==> config.mk <==
export PLATFORM = sky130hd
export DESIGN_NAME = clk_param_monitor
export DESIGN_NICKNAME = d
export VERILOG_FILES = /design/src/rtl/clk_param_monitor.sv
export SDC_FILE = /design/constraint.sdc
export NUM_CORES = 1
export LEC_CHECK = 0
export ABC_CLOCK_PERIOD_IN_PS = 2500
export CORE_MARGIN = 8
export CORE_UTILIZATION = 53
export CTS_CLUSTER_DIAMETER = 150
export DETAILED_ROUTE_END_ITERATION = 8
export PLACE_DENSITY = 0.76
export SYNTH_ARGS = -nofsm -noshare
export SYNTH_HDL_FRONTEND = slang
export SYNTH_SLANG_ARGS = --single-unit
==> constraint.sdc <==
create_clock -name clk_100 -period 2.5 [get_ports clk_100]
set_clock_uncertainty 0.2 [all_clocks]
set_input_delay 0.5 -clock clk_100 [delete_from_list [all_inputs] [get_ports clk_100]]
set_output_delay 0.5 -clock clk_100 [all_outputs]
set_load 0.005 [all_outputs]
==> src/rtl/clk_param_monitor.sv <==
// rtl/clk_param_monitor.sv - clk_in synchroniser, edge strobes, period measurement and lock detect
`timescale 1ns/1ps
module clk_param_monitor #(
    parameter real FREQ_MHz    = 1.0,
    parameter int  TOLERANCE   = 1,
    parameter int  LOCK_COUNT  = 4,
    parameter int  SYNC_STAGES = 2,
    localparam int EXP = $rtoi(100.0 / FREQ_MHz),
    localparam int W   = $clog2(EXP + TOLERANCE + 1)
) (
    input  logic         clk_100,
    input  logic         rst,
    input  logic         clk_in,
    output logic         rise_strobe,
    output logic         fall_strobe,
    output logic [W-1:0] period,
    output logic         period_valid,
    output logic         locked,
    output logic         timeout
);

    localparam int GW = $clog2(LOCK_COUNT + 1);
    localparam logic [W-1:0] C_MAX    = W'(EXP + TOLERANCE);
    localparam logic [W-1:0] C_MAX_M1 = W'(EXP + TOLERANCE - 1);
    localparam logic [W-1:0] C_LO     = W'((EXP > TOLERANCE) ? (EXP - TOLERANCE) : 0);
    localparam logic [GW-1:0] C_LAST  = GW'(LOCK_COUNT - 1);

    typedef enum logic [1:0] {
        ST_IDLE    = 2'd0,
        ST_MEASURE = 2'd1,
        ST_LOCKED  = 2'd2
    } state_t;

    logic [SYNC_STAGES-1:0] r_sync;
    logic                   r_prev;
    logic [W-1:0]           r_cnt;
    logic [W-1:0]           r_period;
    logic                   r_period_valid;
    logic                   r_locked;
    logic                   r_timeout;
    logic                   r_first_seen;
    logic [GW-1:0]          r_good;
    state_t                 r_state;

    logic                   w_rise;
    logic                   w_fall;
    logic [W-1:0]           w_meas;
    logic                   w_match;

    assign w_rise  = r_sync[SYNC_STAGES-1] & ~r_prev;
    assign w_fall  = ~r_sync[SYNC_STAGES-1] & r_prev;
    // Count restarts at 0 on the strobe, so the period is one more than the count seen.
    assign w_meas  = r_cnt + W'(1);
    assign w_match = (w_meas >= C_LO) && (w_meas <= C_MAX);

    assign rise_strobe  = w_rise;
    assign fall_strobe  = w_fall;
    assign period       = r_period;
    assign period_valid = r_period_valid;
    assign locked       = r_locked;
    assign timeout      = r_timeout;

    // Bring clk_in into the clk_100 domain and keep the previous synchronised level for edge detection
    always_ff @(posedge clk_100 or posedge rst) begin
        if (rst) begin
            r_sync <= '0;
            r_prev <= 1'b0;
        end else begin
            r_sync <= {r_sync[SYNC_STAGES-2:0], clk_in};
            r_prev <= r_sync[SYNC_STAGES-1];
        end
    end

    // Period counter, timeout detection and lock state machine with registered outputs
    always_ff @(posedge clk_100 or posedge rst) begin
        if (rst) begin
            r_cnt          <= '0;
            r_period       <= '0;
            r_period_valid <= 1'b0;
            r_locked       <= 1'b0;
            r_timeout      <= 1'b0;
            r_first_seen   <= 1'b0;
            r_good         <= '0;
            r_state        <= ST_IDLE;
        end else begin
            r_period_valid <= 1'b0;
            // Leaving LOCKED on a mismatch shows up on locked one cycle after period_valid.
            r_locked       <= (r_state == ST_LOCKED);
            if (w_rise) begin
                r_cnt     <= '0;
                r_timeout <= 1'b0;
                if (!r_first_seen) begin
                    // First edge after reset or timeout only arms the measurement.
                    r_first_seen <= 1'b1;
                    r_good       <= '0;
                    r_state      <= ST_MEASURE;
                end else begin
                    r_period       <= w_meas;
                    r_period_valid <= 1'b1;
                    if (w_match) begin
                        if (r_state != ST_LOCKED) begin
                            if (r_good == C_LAST) begin
                                r_state  <= ST_LOCKED;
                                r_locked <= 1'b1;
                            end else begin
                                r_good <= r_good + GW'(1);
                            end
                        end
                    end else begin
                        r_good  <= '0;
                        r_state <= ST_MEASURE;
                    end
                end
            end else if (r_cnt == C_MAX_M1) begin
                // No edge within the widest accepted period: drop everything back to IDLE.
                r_cnt        <= C_MAX;
                r_timeout    <= 1'b1;
                r_first_seen <= 1'b0;
                r_good       <= '0;
                r_state      <= ST_IDLE;
                r_locked     <= 1'b0;
            end else if (r_cnt != C_MAX) begin
                r_cnt <= r_cnt + W'(1);
            end
        end
    end

endmodule

After elaboration in Yosys (flattened, before gate mapping)
Cells that the tools add are included.
- register bits after elaboration: 26
- input bits: 3
- output and inout port bits: 12
- add/sub/neg operators: 2
- $lt $le $gt $ge: 2
- eq/ne operators: 8
- mux-type cells: 27
- bitwise operators: 4
- reductions and logical operators: 6
- operators by type and width (operator ; number):
    $mux 7 ; 3
    $mux 3 ; 6
    $mux 1 ; 12
    $mux 2 ; 6
    $ne 4x3->1 const B ; 2
    $add 7x1->7 const B ; 1
    $eq 7x7->1 const B ; 1
    $ge 7x7->1 const B ; 1
    $le 7x7->1 const B ; 1
    $ne 7x7->1 const B ; 1
    $reduce_and 3->1 ; 2
    $ne 4x4->1 const B ; 1
    $add 3x1->3 const B ; 1
    $eq 3x2->1 const B ; 1
    $reduce_bool 3->1 ; 1
    $and 1x1->1 ; 2
    $eq 2x2->1 const B ; 1
    $ne 2x2->1 const B ; 1
    $not 1->1 ; 2
    $reduce_and 2->1 ; 1
    $reduce_bool 2->1 ; 1
    $logic_and 1x1->1 ; 1

Longest topological paths before layout
Gate-level depths: netlist of the first run.
- depth after elaboration: 6
- gate-level depth with buffers: 7
- gate-level depth less buffers: 7

Worst setup path after synthesis of the first run
No wires, ideal clock.
- path type: reg-to-reg
- start point: reg r_cnt[0]
- end point: reg r_good[2]
- library setup time: 0.101 ns
- arrival time: 1.612 ns
- required time: 2.199 ns
- slack: 0.587 ns
- stages on the path, launching flop included: 7
- buffers on the path: 0
- period minus slack after synthesis: 1.913 ns
- cells stage by stage: dfrtp_1 > ha_1 > xnor2_1 > nor3_1 > a21oi_2 > nand3_4 > o32ai_1
- longest elaborated chain between the ends: 6
- elaborated cells between the ends (all ways): 12
- classes of those cells: add/sub (1); order compare (2); eq/ne (3); mux (3); reduce/logical (3)
- RTL lines (element ; line ; source):
    start, declared ; 36 ; logic [W-1:0] r_cnt;
    start signal, assigned ; 123 ; r_cnt <= r_cnt + W'(1);
    $add 7x1->7 ; 53 ; assign w_meas = r_cnt + W'(1);
    $ge 7x7->1 or $le 7x7->1 (tied branches) ; 54 ; assign w_match = (w_meas >= C_LO) && (w_meas <= C_MAX);
    $logic_and 1x1->1 ; 54 ;
    $mux 3 ; 100 ; if (w_match) begin
    $mux 3 ; 92 ; if (!r_first_seen) begin
    $mux 3 ; 89 ; if (w_rise) begin
    end signal, assigned ; 106 ; r_good <= r_good + GW'(1);
    end, declared ; 42 ; logic [GW-1:0] r_good;
Several ways; a longest one is shown, not always the timed one.
A chain may end at the register's enable or synchronous reset.

Final worst setup path of the first run
- start point: reg r_prev
- end point: out rise_strobe
- longest elaborated chain between the ends: 2
- RTL lines (element ; line ; source):
    start, declared ; 35 ; logic r_prev;
    start signal, assigned ; 70 ; r_prev <= r_sync[SYNC_STAGES-1];
    $not 1->1 ; 50 ; assign w_rise = r_sync[SYNC_STAGES-1] & ~r_prev;
    $and 1x1->1 ; 50 ;
    end, declared ; 14 ; output logic rise_strobe,
No other way between the ends.

==> reports/results.ini, run 1 <==
[logic_synthesis]
synth.avg_cell_area_um2 = 10.6
synthesis.nets = 127
netlist_area_um2 = 1240
synthCells = 117
seq_area_frac_synth = 0.526
yosysWarnings = 0
ys_ff_latch = 26
synth_cell_type_count = 33

[sta]
fmax_mhz = 431
hold_viol = 0
tns_ns = 0
slew_viol_final = 0
fin_crit_ns = 2.32
min_period_over_period = 0.928
rsz0062_at_grt = false
maxSlewHeadroom = 0.743
tightest_slew_ns = 0.383
finalSetupViolCount = 0

[placed_design]
portBuffers = 14
placed_area_um2 = 1420
hpwl_um = 1750
place.gp.congestion = 0.837

[clocking]
root_buffer = clkbuf_4
post_cts_resized = 0
tritoncts = done
cts_setup_buffers = 0
cts_buffers = 3
ctsHtreeMaxLevel = 1
cts.clk_slew.worst_paths_ns = 0.13
cts_sinks = 26
cts.path.max_buffers = 2
cts_hold_buf = 0
clk_latency_ns = 0.32

[setup_path]
worstPathRequired_ns = 1.80
worstPathMaxFanout = 9
worstSetupEndpointType = output pin
crit_path_start_kind = flip-flop
crit_arrival_ns = 1.62
setup.worst_path.class = flip-flop to output pin

[final_layout]
seqCellArea_um2 = 651
multiInputGateArea_um2 = 544
utilization = 0.660
nFillCells = 178
antenna_cells = 0
postLayoutCellArea_um2 = 1460
nets = 147
drive_gt1_frac = 0.110
area_growth_pct = 18.0

[global_route]
grt_pass1_wl_um = 4110
first_global_vias = 915
antenna_found_initial = 0
grt_max_degree = 27
gr-usage-all-layers = 0.121
gr-total-overflow = 0

[die]
die_w_um = 64.3
rows = 17
coreArea_um2 = 2210
dieArea_um2 = 4130
start_util = 0.559
top_level_ports = 15
die_h_um = 64.3

[routing]
top_layer_used = met4
wl_met2_um = 1100
drt-met1-wl_um = 1090
vias_per_cell = 5.38
wl_per_cell_um = 14.1
drt_first_pass_iters = 4
vias = 883
met3WireLength_um = 111
post-route-drc-count = 0
routed_wl_um = 2320
antenna_left = 0
first_iter_violations = 36

[power]
power_density_nw_per_um2 = 687
power_uw = 1000
power_leakage_uw = 0.000655
peakVddDrop_mv = 0.515

[flow_run]
drv_cap = 0

[worst_hold_path]
min_path_type = flip-flop to flip-flop

[status]
status = finished clean

-- cell usage in the layout, fill, tap and decap left out, drive strengths merged --
| cell type | Yosys | layout |
|---|---|---|
| xnor2 | 2 | 2 |
| inv | 10 | 10 |
| o21ai | 8 | 8 |
| and3 | 1 | 1 |
| nand2 | 12 | 12 |
| buf | 0 | 2 |
| o311a | 1 | 1 |
| o32ai | 2 | 2 |
| dfrtp | 26 | 26 |
| a22o | 1 | 1 |
| nand4 | 3 | 3 |
| o21a | 1 | 1 |
| clkdlybuf4s50 | 0 | 14 |
| a41oi | 1 | 1 |
| nor2 | 10 | 10 |
| nor3 | 2 | 2 |
| nor2b | 2 | 2 |
| clkbuf | 1 | 4 |
| and2 | 2 | 2 |
| o22ai | 1 | 1 |
| ha | 7 | 7 |
| a21oi | 9 | 9 |
| nand3b | 1 | 1 |
| and3b | 1 | 1 |
| nand2b | 4 | 4 |
| mux2 | 1 | 1 |
| nand3 | 4 | 4 |
| xor2 | 3 | 3 |
| a31oi | 1 | 1 |
-- per-stage QoR --
stage | worst slack (ns) | instances | hold slack [ns]
after floorplan | 0.587 | 117 | 0.131
after global placement | 0.493 | 160 | 0.145
after detailed placement | 0.362 | 160 | 0.139
after CTS | 0.160 | 164 | 0.173
after global routing | 0.0918 | 164 | 0.185
final | 0.181 | 164 | 0.169
-- sequential cells by signal, indices dropped and copies added (netlist names) --
name          count
period            7
r_prev            1
r_first_seen      1
r_cnt             7
locked            1
r_good            3
r_state           2
r_sync            2
timeout           1
period_valid      1
-- cell families (layout without fill, tap and decap cells) --
family,Yosys count,count (layout),synth area share
AO/OA/AOI/OAI,25,25,0.140
XOR/XNOR,5,5,0.0354
adder cells (fa/ha/maj),7,7,0.0708
buffers and inverters,11,30,0.0334
flip-flops,26,26,0.526
multiplexers,1,1,0.00911
AND/OR/NAND/NOR,42,42,0.185
-- routing by layer --
metal,track usage,up-vias
met5,0,-
met4,0.0354,0
met3,0.0331,2
met2,0.205,15
met1,0.146,426
li1,-,440
-- where the power goes --
group          internal, uW  total (uW)  leakage [uW]  switching [uW]
registers               476         530      0.000337            54.3
logic                   128         265      0.000298             137
clock network          89.1         207     0.0000210             118
-- path summary, 6_finish.rpt --
kind	start	to	slack [ns]	cells after the start
max	r_prev	rise_strobe	0.18	3
min	r_sync[0]	r_sync[1]	0.17	0
max reg2reg	r_cnt[0]	r_good[2]	0.29	6
min reg2reg	r_sync[0]	r_sync[1]	0.17	0
max in group asynchronous	rst	period[2]	1.54	3
min in group asynchronous	rst	period[5]	0.32	3
-- synthesized netlist by cell type (all sizes together) --
cell	number	area share
dfrtp	26	0.53
nand2	12	0.036
inv	10	0.030
nor2	10	0.030
a21oi	9	0.039
o21ai	8	0.032
ha	7	0.071
nand2b	4	0.020
nand3	4	0.030
nand4	3	0.015
xor2	3	0.021
and2	2	0.010
nor2b	2	0.012
nor3	2	0.012
o32ai	2	0.014
xnor2	2	0.014
a22o	1	0.0071
a31oi	1	0.0051
a41oi	1	0.013
and3	1	0.0051
and3b	1	0.0071
clkbuf	1	0.0030
mux2	1	0.0091
nand3b	1	0.0061
o21a	1	0.0061
o22ai	1	0.0051
o311a	1	0.017
-- worst max-delay path, cell delays in order, from the launching register on --
cell	delay [ns]
dfrtp_1	0.40
nand2b_1	0.20
inv_2	0.17
clkdlybuf4s50_1	0.53
-- cell type report --
type | count | share of cell area
inverter | 10 | 0.0257
clock buffer | 4 | 0.0249
sequential | 26 | 0.446
timing repair buffer | 16 | 0.106
tap | 28 | 0.0240
multi-input combinational | 80 | 0.373
Power figures use the tool's default switching activity.
==> inputs of run 2 (changes only) <==
CORE_MARGIN = 1.5   (was 8)
CORE_UTILIZATION = 60   (was 53)
DONT_BUFFER_PORTS = 1   (was default)
==> reports/results.ini, run 2 (synthesized netlist as in run 1, its figures left out) <==
[status]
status = finished clean

[worst_hold_path]
worstHoldStart = r_sync[0]
hold_end = r_sync[1]
hold_depth = 0  ; unchanged
min_path_type = flip-flop to flip-flop

[clocking]
cts_setup_buffers = 0  ; unchanged
cts.path.max_buffers = 2  ; unchanged
cts_buffers = 3  ; unchanged
cts_sinks = 26  ; unchanged
clk_latency_ns = 0.32  ; about the same
cts.clk_slew.worst_paths_ns = 0.14  ; about the same
tritoncts = done
ctsHtreeMaxLevel = 1  ; unchanged
post_cts_resized = 0  ; unchanged
root_buffer = clkbuf_4

[setup_path]
setup.worst_path.class = flip-flop to flip-flop
worstPathRequired_ns = 2.52  ; +0.72 ns
reg2reg_to = r_good[2]
worstPathMaxFanout = 7  ; -2
ff2ff_setup_slack_ns = 0.33  ; +0.04 ns
crit_path_start_kind = flip-flop
r2r_start = r_cnt[0]
crit_arrival_ns = 2.19  ; +0.57 ns
worstSetupEndpointType = flip-flop
reg2reg_depth = 6  ; unchanged

[global_route]
gr-usage-all-layers = 0.204  ; +0.0831
gr-total-overflow = 0  ; unchanged
antenna_found_initial = 0  ; unchanged
grt_max_degree = 27  ; unchanged
grt_pass1_wl_um = 3770  ; -8.1%
first_global_vias = 819  ; -10%

[routing]
vias_per_cell = 5.54  ; +2.8%
routed_wl_um = 2030  ; -12%
antenna_left = 0  ; unchanged
drt_first_pass_iters = 5  ; +1
vias = 836  ; -5.3%
wl_per_cell_um = 13.5  ; -4.7%
post-route-drc-count = 0  ; unchanged
first_iter_violations = 20  ; -44%

[final_layout]
nets = 135  ; -8.2%
final_common_cell = dfrtp_1
postLayoutCellArea_um2 = 1340  ; -8.3%
drive_gt1_frac = 0.121  ; +0.0107
final_cell_mix = 26 x dfrtp_1, 12 x nand2_1, 10 x nor2_1
area_growth_pct = 8.20
antenna_cells = 0  ; unchanged

[sta]
hold_viol = 0  ; unchanged
tightest_slew_ns = 0.352  ; -0.0310 ns
finalSetupViolCount = 0  ; unchanged
rsz0062_at_grt = false
fmax_mhz = 461  ; +7.0%
tns_ns = 0  ; unchanged
fin_crit_ns = 2.17  ; -0.151 ns
slew_viol_final = 0  ; unchanged
min_period_over_period = 0.867  ; -0.0604
maxSlewHeadroom = 0.763  ; +0.0208

[die]
start_util = 0.637  ; +0.0778
die_w_um = 48.4  ; -25%
top_level_ports = 15  ; unchanged
dieArea_um2 = 2340  ; -43%
die_h_um = 48.4  ; -25%
rows = 16  ; -1
coreArea_um2 = 1940  ; -12%

[placed_design]
place.gp.congestion = 0.833  ; -0.43%
portBuffers = 0  ; -14
placed_area_um2 = 1280  ; -9.9%
hpwl_um = 1500  ; -14%

[flow_run]
drv_cap = 0  ; unchanged

[power]
peakVddDrop_mv = 0.591  ; +15%
power_uw = 942  ; -6.0%
power_density_nw_per_um2 = 705  ; +2.5%
power_leakage_uw = 0.000613  ; -6.4%

run 2: changes by cell type in the layout (fill, tap and decap cells not counted), sizes merged:
cell / delta
clkdlybuf4s50: -14
dlygate4sd3: +2
run 2: how the worst max path moves through the flow:
stage / startpoint / endpoint / slack (ns) / depth (start not counted)
CTS: r_cnt[0] / r_good[2] / 0.32 / 6
detailed placement: r_cnt[0] / r_good[2] / 0.37 / 6
floorplan: r_cnt[0] / r_good[2] / 0.59 / 6
global route: r_cnt[0] / r_good[2] / 0.18 / 6
finish: r_cnt[0] / r_good[2] / 0.33 / 6
global placement: r_cnt[0] / r_state[0] / 0.49 / 6
run 2: stage by stage:
step / std cells / util / setup WS [ns] / hold slack (ns)
detailed placement: 145 / 0.660 / 0.375 / 0.139
global placement: 145 / 0.660 / 0.489 / 0.138
global route: 151 / 0.689 / 0.179 / 0.187
finish: 151 / 0.689 / 0.332 / 0.171
floorplan: 117 / - / 0.587 / 0.131
CTS: 151 / 0.689 / 0.324 / 0.173
run 2: where the power goes:
group          switching (uW)  internal (uW)  leakage (uW)  total (uW)
combinational             119           77.5      0.000256         197
clock                     120           89.0     0.0000210         209
sequential               61.1            476      0.000337         537
total                     300            642      0.000613         942
run 2: repair_timing:
action | 4_1_cts | 5_1_grt
hold buffers | 2 | 0
endpoints found under the hold margin | 27 | 0
endpoints found under the setup margin | 0 | 0
run 2: routing by layer:
layer,global-route usage,part of all wire,vias to the layer above
met2,0.310,0.47,22
met3,0.0401,0.048,0
met5,0,0,-
li1,-,-,419
met1,0.310,0.49,395
met4,0.0429,0,0
run 2: area by class of cell:
cell class | instances | area [um2]
Tap cell | 27 | 33.8
Clock buffer | 4 | 36.3
Fill cell | 156 | 604
Inverter | 10 | 37.5
Sequential cell | 26 | 651
Timing Repair Buffer | 4 | 35.0
Multi-Input combinational cell | 80 | 544
run 2: critical path, cell delays in order, from the launching register on:
cell	delay [ns]
dfrtp_1	0.50
ha_1	0.29
xnor2_1	0.34
nor3_1	0.11
a21oi_2	0.23
nand3_4	0.12
o32ai_1	0.27
==> inputs of run 3 (changes only) <==
CORE_ASPECT_RATIO = 1.2   (was default)
==> reports/results.ini, run 3 (synthesized netlist as in run 1, its figures left out) <==
[clocking]
tritoncts = done
cts.clk_slew.worst_paths_ns = 0.13  ; about the same
cts_buffers = 3  ; unchanged
cts_setup_buffers = 0  ; unchanged
clk_latency_ns = 0.32  ; about the same
cts.path.max_buffers = 2  ; unchanged
cts_sinks = 26  ; unchanged
ctsHtreeMaxLevel = 1  ; unchanged
cts_hold_buf = 2  ; unchanged
post_cts_resized = 0  ; unchanged
root_buffer = clkbuf_4

[sta]
tightest_slew_ns = 0.353  ; +0.000457 ns
fmax_mhz = 472  ; +2.3%
hold_viol = 0  ; unchanged
slew_viol_final = 0  ; unchanged
finalWorstSetupSlack_ns = 0.381  ; +0.0491 ns
finalSetupViolCount = 0  ; unchanged
min_period_over_period = 0.848  ; -0.0196
tns_ns = 0  ; unchanged
maxSlewHeadroom = 0.763  ; about the same
fin_crit_ns = 2.12  ; -0.0491 ns
rsz0062_at_grt = false

[die]
dieArea_um2 = 2340  ; about the same
coreArea_um2 = 1890  ; -2.5%
rows = 17  ; +1
die_h_um = 52.7  ; +8.9%
die_w_um = 44.4  ; -8.2%
start_util = 0.653  ; +0.0164
top_level_ports = 15  ; unchanged

[placed_design]
place.gp.congestion = 0.808  ; -3.0%
hpwl_um = 1570  ; +4.6%
placed_area_um2 = 1270  ; -0.78%
dp.cells = 137  ; -5.5%
dpl_worst_slack_ns = 0.384  ; +0.00949 ns
portBuffers = 0  ; unchanged

[routing]
routed_wl_um = 2090  ; +2.6%
post-route-drc-count = 2  ; +2
vias_per_cell = 5.92  ; +7.0%
antenna_left = 0  ; unchanged
first_iter_violations = 13  ; -35%
wl_per_cell_um = 14.6  ; +8.3%
vias = 847  ; +1.3%
drt_first_pass_iters = 6  ; +1

[worst_hold_path]
worstHoldStart = r_sync[0]
min_path_type = flip-flop to flip-flop

[final_layout]
nets = 135  ; unchanged
seqCellArea_um2 = 651  ; unchanged
antenna_cells = 0  ; unchanged
multiInputGateArea_um2 = 544  ; unchanged
fin_cells = 143  ; -5.3%
nFillCells = 142  ; -9.0%
area_growth_pct = 7.39
final_common_cell = dfrtp_1
final_cell_mix = 26 x dfrtp_1, 12 x nand2_1, 10 x nor2_1
postLayoutCellArea_um2 = 1330  ; -0.75%
drive_gt1_frac = 0.121  ; unchanged

[setup_path]
cp-startpoint = r_cnt[0]
crit_arrival_ns = 2.15  ; -0.04 ns
slowest_delay_ns = 0.48  ; -0.02 ns
worstPathRequired_ns = 2.53  ; about the same
crit_path_start_kind = flip-flop
cp_top_family = compound AO/OA/AOI/OAI gates
r2r_start = r_cnt[0]
worstSetupEndpointType = flip-flop
worstPathMaxFanout = 7  ; unchanged
setup.worst_path.class = flip-flop to flip-flop
worst-path-buf-inv = 0  ; unchanged
crit_path_cell_trace = ha_1 -> xnor2_1 -> nor3_1 -> a21oi_2 -> nand3_4 -> o32ai_1
crit_slowest_cell = dfrtp_1

[power]
power_leakage_uw = 0.000613  ; unchanged
peakVddDrop_mv = 0.566  ; -4.3%
power_density_nw_per_um2 = 705  ; about the same

[global_route]
grt_max_degree = 27  ; unchanged
grt_pass1_wl_um = 3570  ; -5.5%
gr-usage-all-layers = 0.215  ; +0.0107
first_global_vias = 834  ; +1.8%
gr-total-overflow = 0  ; unchanged
antenna_found_initial = 0  ; unchanged

[status]
status = complete, but fails checks
failed_checks = DRC

[flow_run]
drv_cap = 0  ; unchanged

-- run 3: routing by layer --
layer | vias up | GRT usage | wire length, um
met2 | 14 | 0.382 | 1110
met3 | 4 | 0.0276 | 55
met4 | 0 | 0.121 | 49
met1 | 411 | 0.242 | 867
li1 | 418 | - | -
met5 | - | 0 | 0
-- run 3: per-stage QoR --
| stage | total power, uW | hold slack [ns] | utilization |
|---|---|---|---|
| 3_3_place_gp | 731 | 0.140 | 0.672 |
| 4_1_cts | 950 | 0.176 | 0.701 |
| 2_1_floorplan | 690 | 0.131 | - |
| 3_5_place_dp | 740 | 0.146 | 0.672 |
| 6_report | 936 | 0.169 | 0.701 |
| 5_1_grt | 993 | 0.184 | 0.701 |
-- run 3: worst paths after layout --
check / end / slack (ns) / cells past startpoint
min reg2reg: r_sync[1] / 0.17 / 0
max: r_good[1] / 0.38 / 6
max in group asynchronous: period[1] / 1.40 / 3
max reg2reg: r_good[1] / 0.38 / 6
min in group asynchronous: period_valid / 0.45 / 3
min: r_sync[1] / 0.17 / 0
-- run 3: where the power goes --
group          switching, uW  total, uW  internal, uW
sequential              57.7        534           476
combinational            121        197          76.5
clock                    115        205          89.1
total                    294        936           641
-- run 3: area by class of cell --
class | count | area share
inverters | 10 | 0.0283
multi-input cells | 80 | 0.410
flip-flops and latches | 26 | 0.490
clock buffers | 4 | 0.0273
well taps | 19 | 0.0179
repair buffers | 4 | 0.0264
